$ cat config.mk
export PLATFORM = sky130hd
export DESIGN_NAME = perf_counter_bank
export DESIGN_NICKNAME = d
export VERILOG_FILES = /design/src/rtl/perf_pkg.sv /design/src/rtl/perf_channel.sv /design/src/rtl/perf_counter_bank.sv
export SDC_FILE = /design/constraint.sdc
export NUM_CORES = 1
export LEC_CHECK = 0
export ABC_CLOCK_PERIOD_IN_PS = 3300
export BUFFER_PORTS_ARGS = -buffer_cell sky130_fd_sc_hd__buf_2
export CAP_MARGIN = 40
export CORE_ASPECT_RATIO = 0.9
export CORE_MARGIN = 4
export CORE_UTILIZATION = 52
export DETAILED_ROUTE_END_ITERATION = 7
export GPL_ROUTABILITY_DRIVEN = 0
export PLACE_DENSITY_LB_ADDON = 0.3
export SLEW_MARGIN = 15
export SYNTH_ARGS = -nofsm -noshare
export SYNTH_HDL_FRONTEND = slang
export SYNTH_HIERARCHICAL = 1
export SYNTH_SLANG_ARGS = --single-unit
export TNS_END_PERCENT = 50
$ cat constraint.sdc
create_clock -name clock -period 3.3 [get_ports clock]
set_clock_uncertainty 0.1 [all_clocks]
set_input_delay 0.165 -clock clock [delete_from_list [all_inputs] [get_ports clock]]
set_output_delay 0.165 -clock clock [all_outputs]
set_load 0.01 [all_outputs]
$ cat src/rtl/perf_pkg.sv
// Shared definitions for the performance counter bank: run-control state
// encoding and the default geometry reused by the HEX display wiring.
package perf_pkg;

  typedef enum logic [1:0] {
    S_IDLE    = 2'd0,
    S_RUNNING = 2'd1,
    S_HALTED  = 2'd2
  } run_state_e;

  localparam int DEF_NUM_CH = 4;
  localparam int DEF_CNT_W  = 16;

endpackage : perf_pkg

$ cat src/rtl/perf_channel.sv
// One performance counter channel: live counter, sticky overflow flag and the
// shadow register that is loaded atomically with its siblings on a snapshot.
module perf_channel
  import perf_pkg::*;
#(
  parameter int CNT_W    = DEF_CNT_W,
  parameter bit SATURATE = 1'b0
) (
  input  logic             clock,
  input  logic             resetn,
  input  logic             clear,
  input  logic             inc,
  input  logic             snap,
  output logic             overflow,
  output logic [CNT_W-1:0] shadow
);

  logic [CNT_W-1:0] cnt_q, cnt_d;
  logic [CNT_W-1:0] shadow_q, shadow_d;
  logic             ovf_q, ovf_d;

  // NOTE: every always_comb output gets its hold value first, so no path
  // through the block leaves it unassigned and no latch is inferred.
  always_comb begin
    cnt_d = cnt_q;
    ovf_d = ovf_q;
    if (clear) begin
      cnt_d = '0;
      ovf_d = 1'b0;
    end else if (inc) begin
      if (&cnt_q) begin
        ovf_d = 1'b1;
        cnt_d = SATURATE ? cnt_q : '0;
      end else begin
        cnt_d = cnt_q + 1'b1;
      end
    end
  end

  // A snapshot taken on the clearing edge keeps the pre-clear value.
  always_comb begin
    shadow_d = shadow_q;
    if (snap) begin
      shadow_d = cnt_q;
    end else if (clear) begin
      shadow_d = '0;
    end
  end

  // NOTE: state registers use non-blocking assignments so every flop samples
  // the pre-edge values; the shadow is reset like any other register.
  always_ff @(posedge clock or negedge resetn) begin
    if (!resetn) begin
      cnt_q    <= '0;
      ovf_q    <= 1'b0;
      shadow_q <= '0;
    end else begin
      cnt_q    <= cnt_d;
      ovf_q    <= ovf_d;
      shadow_q <= shadow_d;
    end
  end

  assign overflow = ovf_q;
  assign shadow   = shadow_q;

endmodule : perf_channel

$ cat src/rtl/perf_counter_bank.sv
// Multi-channel performance counter bank: channel 0 counts cycles, the rest
// count event strobes, under an IDLE/RUNNING/HALTED run-control FSM.
module perf_counter_bank
  import perf_pkg::*;
#(
  parameter  int NUM_CH   = DEF_NUM_CH,
  parameter  int CNT_W    = DEF_CNT_W,
  parameter  int SATURATE = 0,
  localparam int SEL_W    = $clog2(NUM_CH)
) (
  input  logic              clock,
  input  logic              resetn,
  input  logic              start,
  input  logic              stop,
  input  logic              clear,
  input  logic [NUM_CH-1:0] events,
  input  logic              snap_req,
  output logic              snap_valid,
  input  logic [SEL_W-1:0]  rd_sel,
  output logic [CNT_W-1:0]  rd_data,
  output logic [NUM_CH-1:0] overflow,
  output logic              running
);

  run_state_e state_q, state_d;
  logic       snap_valid_q;
  logic       count_en;

  logic [NUM_CH-1:0] inc;
  logic [CNT_W-1:0]  shadow [NUM_CH];

  // Clear outranks everything; start with stop in IDLE only starts.
  always_comb begin
    state_d = state_q;
    if (clear) begin
      state_d = S_IDLE;
    end else begin
      unique case (state_q)
        S_IDLE:    if (start) state_d = S_RUNNING;
        S_RUNNING: if (stop)  state_d = S_HALTED;
        S_HALTED:  state_d = S_HALTED;
        default:   state_d = S_IDLE;
      endcase
    end
  end

  always_ff @(posedge clock or negedge resetn) begin
    if (!resetn) begin
      state_q      <= S_IDLE;
      snap_valid_q <= 1'b0;
    end else begin
      state_q      <= state_d;
      snap_valid_q <= snap_req;
    end
  end

  // The first cycle with stop high no longer counts, as the old !Stop gate did.
  assign count_en = (state_q == S_RUNNING) && !stop && !clear;

  // Channel 0 is the cycle counter, so its event strobe is unused.
  logic unused_evt0;
  assign unused_evt0 = events[0];

  always_comb begin
    inc    = events & {NUM_CH{count_en}};
    inc[0] = count_en;
  end

  for (genvar g = 0; g < NUM_CH; g++) begin : g_ch
    perf_channel #(
      .CNT_W    (CNT_W),
      .SATURATE (SATURATE != 0)
    ) u_ch (
      .clock    (clock),
      .resetn   (resetn),
      .clear    (clear),
      .inc      (inc[g]),
      .snap     (snap_req),
      .overflow (overflow[g]),
      .shadow   (shadow[g])
    );
  end

  // Select values that name no channel read as zero.
  always_comb begin
    rd_data = '0;
    for (int i = 0; i < NUM_CH; i++) begin
      if (rd_sel == SEL_W'(i)) rd_data = shadow[i];
    end
  end

  assign snap_valid = snap_valid_q;
  assign running    = (state_q == S_RUNNING);

endmodule : perf_counter_bank

Yosys cells after proc, flatten, opt, wreduce, memory -nomap -nowiden --
Cells that the tools add are included. W data, S select, Z words.
Word-level totals: register bits 135, output and inout bits 22, input port bits 12
Operators by class: bitwise gates (word level) 1, eq/ne operators 7, reductions and logical operators 24, add/sub/neg operators 4, muxes and demuxes 37
Operators by type and width (number):
- $mux W16 | 21
- $add A16 B1 Y16 const B | 4
- $reduce_and A16 Y1 | 4
- $reduce_bool A2 Y1 | 9
- $mux W1 | 12
- $reduce_and A2 Y1 | 5
- $eq A2 B2 Y1 const B | 3
- $mux W2 | 3
- $ne A3 B3 Y1 const B | 2
- $pmux W2 S3 | 1
- $and A4 B4 Y4 | 1
- $eq A2 B1 Y1 const B | 2
- $logic_not A2 Y1 | 2
- $logic_and A1 B1 Y1 | 2
- $logic_not A1 Y1 | 2

Longest topological paths before layout --
word-level depth 6, mapped depth 10, gate-level depth less buffers 9

Modules after synthesis --
Netlist, hierarchy kept.
By module, submodules not included:
- perf_channel (g_ch[0].u_ch ...) | area each 1497.7 sq um, instances 3, cells each 133
- perf_channel (g_ch[1].u_ch) | area each 1597.8 sq um, instances 1, cells each 129
- perf_counter_bank | area each 629.4 sq um, instances 1, cells each 41

Least setup slack after synthesis --
OpenSTA, ideal clock, no wires.
kind register -> register, start register state_q[1], end register g_ch[2].u_ch.cnt_q[14], arrival 2454 ps, clock period less this slack 2632 ps, setup slack 668 ps, path buffers 0, cell stages (with the launch flop) 10, setup time 78 ps, cell sequence dfrtp_1 -> inv_1 -> ha_1 -> nor2b_1 -> nor2b_1 -> and2_1 -> o2111ai_2 -> or3_1 -> or3_1 -> a21oi_1
On the way: cells in the longest elaborated chain, start to end 5
RTL lines:
- start: declaration | line perf_counter_bank.sv:25 | run_state_e state_q, state_d;
- start signal: assignment | line perf_counter_bank.sv:52 | state_q <= state_d;
- $eq A2 B1 Y1
- net running | line perf_counter_bank.sv:22 | output logic running
- $logic_and A1 B1 Y1 (2 in series) | line perf_counter_bank.sv:58 | assign count_en = (state_q == S_RUNNING) && !stop && !clear;
- net count_en | line perf_counter_bank.sv:27 | logic count_en;
- $and A4 B4 Y4 | line perf_counter_bank.sv:65 | inc = events & {NUM_CH{count_en}};
- net inc[2] | line perf_counter_bank.sv:29 | logic [NUM_CH-1:0] inc;
- $reduce_bool A2 Y1 (no line)
- end signal: assignment | line perf_channel.sv:58 | cnt_q <= cnt_d;
- end: declaration | line perf_channel.sv:18 | logic [CNT_W-1:0] cnt_q, cnt_d;
The timed path passes the listed nets, and every way through them passes these cells. A chain may end at the register's enable or synchronous reset.

Worst setup path in the final report --
start register state_q[1], end register g_ch[2].u_ch.cnt_q[14]
On the way: cells in the longest elaborated chain, start to end 5
RTL lines (line):
- $eq A2 B1 Y1 | perf_counter_bank.sv:58
- $logic_and A1 B1 Y1 (2 in series) | perf_counter_bank.sv:58
- net count_en | perf_counter_bank.sv:27
- $and A4 B4 Y4 | perf_counter_bank.sv:65
- net inc[2] | perf_counter_bank.sv:29
- $reduce_bool A2 Y1 (no line)
The timed path passes the listed nets, and every way through them passes these cells.

==> results.json <==
{
  "synthesis.area_sq_mm": 0.00672,
  "stdcell_count": 778,
  "clk_pin_slew_worst_paths_ns": 0.06,
  "grt_pass1_wl_microns": 26000,
  "track_usage_pct": 22.6,
  "vias": 4889,
  "worst_pin_slew_ns": 0.825,
  "dpl_cell_area_sq_mm": 0.00695,
  "syn-num-nets": 588,
  "status": "finished, final reports clean",
  "drtPass1Iterations": 5,
  "period_needed_ns": 2.71,
  "gr-total-overflow": 0,
  "wirelength_microns": 16000,
  "cp-start-kind": "register",
  "p_leak_uw": 0.00336,
  "vias_per_cell": 6.28,
  "pin_count": 34,
  "ys_ff_latch": 135,
  "drtIter0Drc": 476,
  "worstPathRequired_ns": 3.54,
  "diodes": 0,
  "synthDistinctLibCells": 53,
  "min_period_over_period_pct": 82.2,
  "place_ws_ns": 0.600,
  "start_util_pct": 53.0,
  "synth-seq-area-share_pct": 50.3,
  "core.rowCount": 39,
  "grt_start_max_net_pins": 92,
  "critical_path_class": "reg2reg",
  "setup_viol": 0,
  "numClockSinks": 135,
  "postSynthCellCount": 569,
  "tns_ns": 0,
  "cts_resized": 0,
  "clkLatencyLatePin_ns": 0.42,
  "syn_area_per_cell_sq_um": 11.8,
  "drive_above_1_share_pct": 21.2,
  "synth_edf_count": 0,
  "rsz0062_at_grt": "no",
  "fmax_ghz": 0.369,
  "worstPathMaxFanout": 9,
  "cts_tree": "done",
  "fin_area_sq_mm": 0.00757,
  "cellPowerDensity_mw_per_mm2": 497,
  "nets": 620,
  "peakVddDrop_v": 0.000362,
  "synthFlopType": "dfrtp_1",
  "async_flop_share_pct": 100,
  "die-area_sq_mm": 0.0148,
  "core_area_sq_mm": 0.0127,
  "max-slew-margin-rel_pct": 44.8,
  "fin_ws_ns": 0.588,
  "htreeDepth": 4,
  "synth_warnings": 6,
  "dp_cells": 744,
  "hold_class": "in2reg",
  "finalHoldViolCount": 0,
  "clockBufferDepth": 2,
  "antenna_found_initial": 0,
  "cts_buffers": 17,
  "grt_pass1_vias": 4806,
  "cp.arrival_ns": 2.95,
  "clock-root-buffer": "clkbuf_16",
  "areaGrowthSynthToFinish_pct": 12.7,
  "maxCapViolations": 0,
  "wire_per_inst_microns": 20.5,
  "final_max_slew_viol_count": 0,
  "dp_hpwl_microns": 10800,
  "antenna_violating_nets_post_route": 0,
  "portBuffers": 32,
  "die_w_microns": 128,
  "cp-end-kind": "register",
  "drc_errors": 0,
  "die_h_microns": 116
}
## cell usage in the layout (no fill, tap or decap), types with 7 or more instances in the layout
cell	instances
nor2_2	10
nor3_1	15
nand3_1	13
mux4_2	10
a31o_2	7
nor2_1	51
buf_2	31
ha_1	7
buf_4	10
clkbuf_16	17
nand4_1	10
nand2_1	27
a21oi_1	13
xnor2_1	38
nor4_1	23
dfrtp_1	135
inv_1	20
a22o_1	63
## layer usage
| metal | routed length [microns] | vias to the layer above | global-route usage, % |
|---|---|---|---|
| met5 | 0 | - | 0 |
| met4 | 284 | 0 | 7.78 |
| met3 | 1020 | 28 | 5.71 |
| met2 | 7620 | 175 | 35.7 |
| met1 | 7030 | 2501 | 30.7 |
| li1 | - | 2185 | - |
## layout make-up
type,count,area (sq um)
Multi-Input combinational cell,383,3050
Fill cell,1012,5110
Clock buffer,20,457
Inverter,20,75.1
Timing Repair Buffer,44,279
Sequential cell,135,3380
Tap cell,164,205
Clock inverter,12,128
## sequential cells by signal, summed over array words and instances (netlist names)
signal,count
g_ch.u_ch/cnt_q,64
g_ch.u_ch/shadow,64
g_ch.u_ch/overflow,4
state_q,2
snap_valid,1
## final timing paths
check / from / to / slack (ns) / cells after the start
setup / recovery: state_q[1]$_DFFE_PN0P_ / g_ch[2].u_ch/cnt_q[14]$_DFFE_PN0P_ / 0.59 / 10
hold / removal: start / state_q[1]$_DFFE_PN0P_ / 0.04 / 4
setup reg to reg: state_q[1]$_DFFE_PN0P_ / g_ch[2].u_ch/cnt_q[14]$_DFFE_PN0P_ / 0.59 / 10
hold reg to reg: g_ch[0].u_ch/shadow[0]$_DFFE_PN0P_ / g_ch[0].u_ch/shadow[0]$_DFFE_PN0P_ / 0.39 / 1
max in group asynchronous: resetn / g_ch[1].u_ch/shadow[8]$_DFFE_PN0P_ / 2.16 / 4
min in group asynchronous: resetn / g_ch[0].u_ch/overflow$_DFFE_PN0P_ / 0.21 / 3
## cell usage after synthesis (3+ instances only)
cell type  instances  area share, %
a31o_2             7           0.91
inv_1             20            1.1
and3_1             6           0.56
nand2b_1           6           0.56
nor4_1            23            2.1
nand4_1           10           0.93
ha_1               7            1.3
and4_1             3           0.39
nor3b_1            3           0.34
clkbuf_1          15           0.84
mux4_1             6            2.3
or4_4              3           0.50
nand4_2            4           0.74
nor2_1            51            2.8
a22o_1            63            8.2
xnor2_1           38            5.0
mux4_2            10            3.4
nor3_1            15            1.1
and2_1             3           0.28
buf_12             3           0.89
nor2_2            10           0.93
a21oi_1           13           0.97
o21a_1             3           0.34
xor2_1             4           0.52
mux2i_1            5           0.74
nand2_1           27            1.5
nor4_4             4            1.3
nand3_4            4            1.0
clkbuf_8           3           0.61
o21ai_0            6           0.45
clkbuf_2           4           0.30
o211ai_1           3           0.34
nand3_1           13           0.97
o2111ai_2          4           0.89
buf_2              5           0.37
o21ai_2            3           0.39
or3_1              6           0.56
a41o_1             6           0.89
dfrtp_1          135             50
## per-stage QoR
step                util (%)  hold slack, ns  total power [uW]
floorplan                  -          -0.231              1850
global placement        54.6           0.195              1920
detailed placement      54.8           0.212              1930
CTS                     59.5          0.0288              3800
global route            59.7          0.0697              3900
finish                  59.7          0.0411              3770
## power by group
part	total, uW	internal [uW]	switching (uW)
Clock	1860	1150	712
Sequential	1690	1670	18.0
Combinational	215	71.1	144
## cells by family after synthesis
family	share of synthesized area, %
xor+xnor	5.47
simple gates	17.7
mux	6.44
buf+inv	4.30
flops	50.3
fa+ha+maj	1.30
compound gates	14.5
## worst max-delay path: stages, from the launching register on
cell,delay (ns)
dfrtp_1,0.38
inv_1,0.10
ha_1,0.16
nor2b_1,0.15
nor2b_1,0.14
buf_4,0.20
and2_1,0.28
o2111ai_2,0.23
or3_1,0.40
or3_1,0.35
a21oi_1,0.14
## timing repair
item,in CTS,in global routing
setup buffers,0,0
hold buffers,1,0
hold endpoints to repair,89,0
No activity file was read; power rests on OpenSTA's default activity.
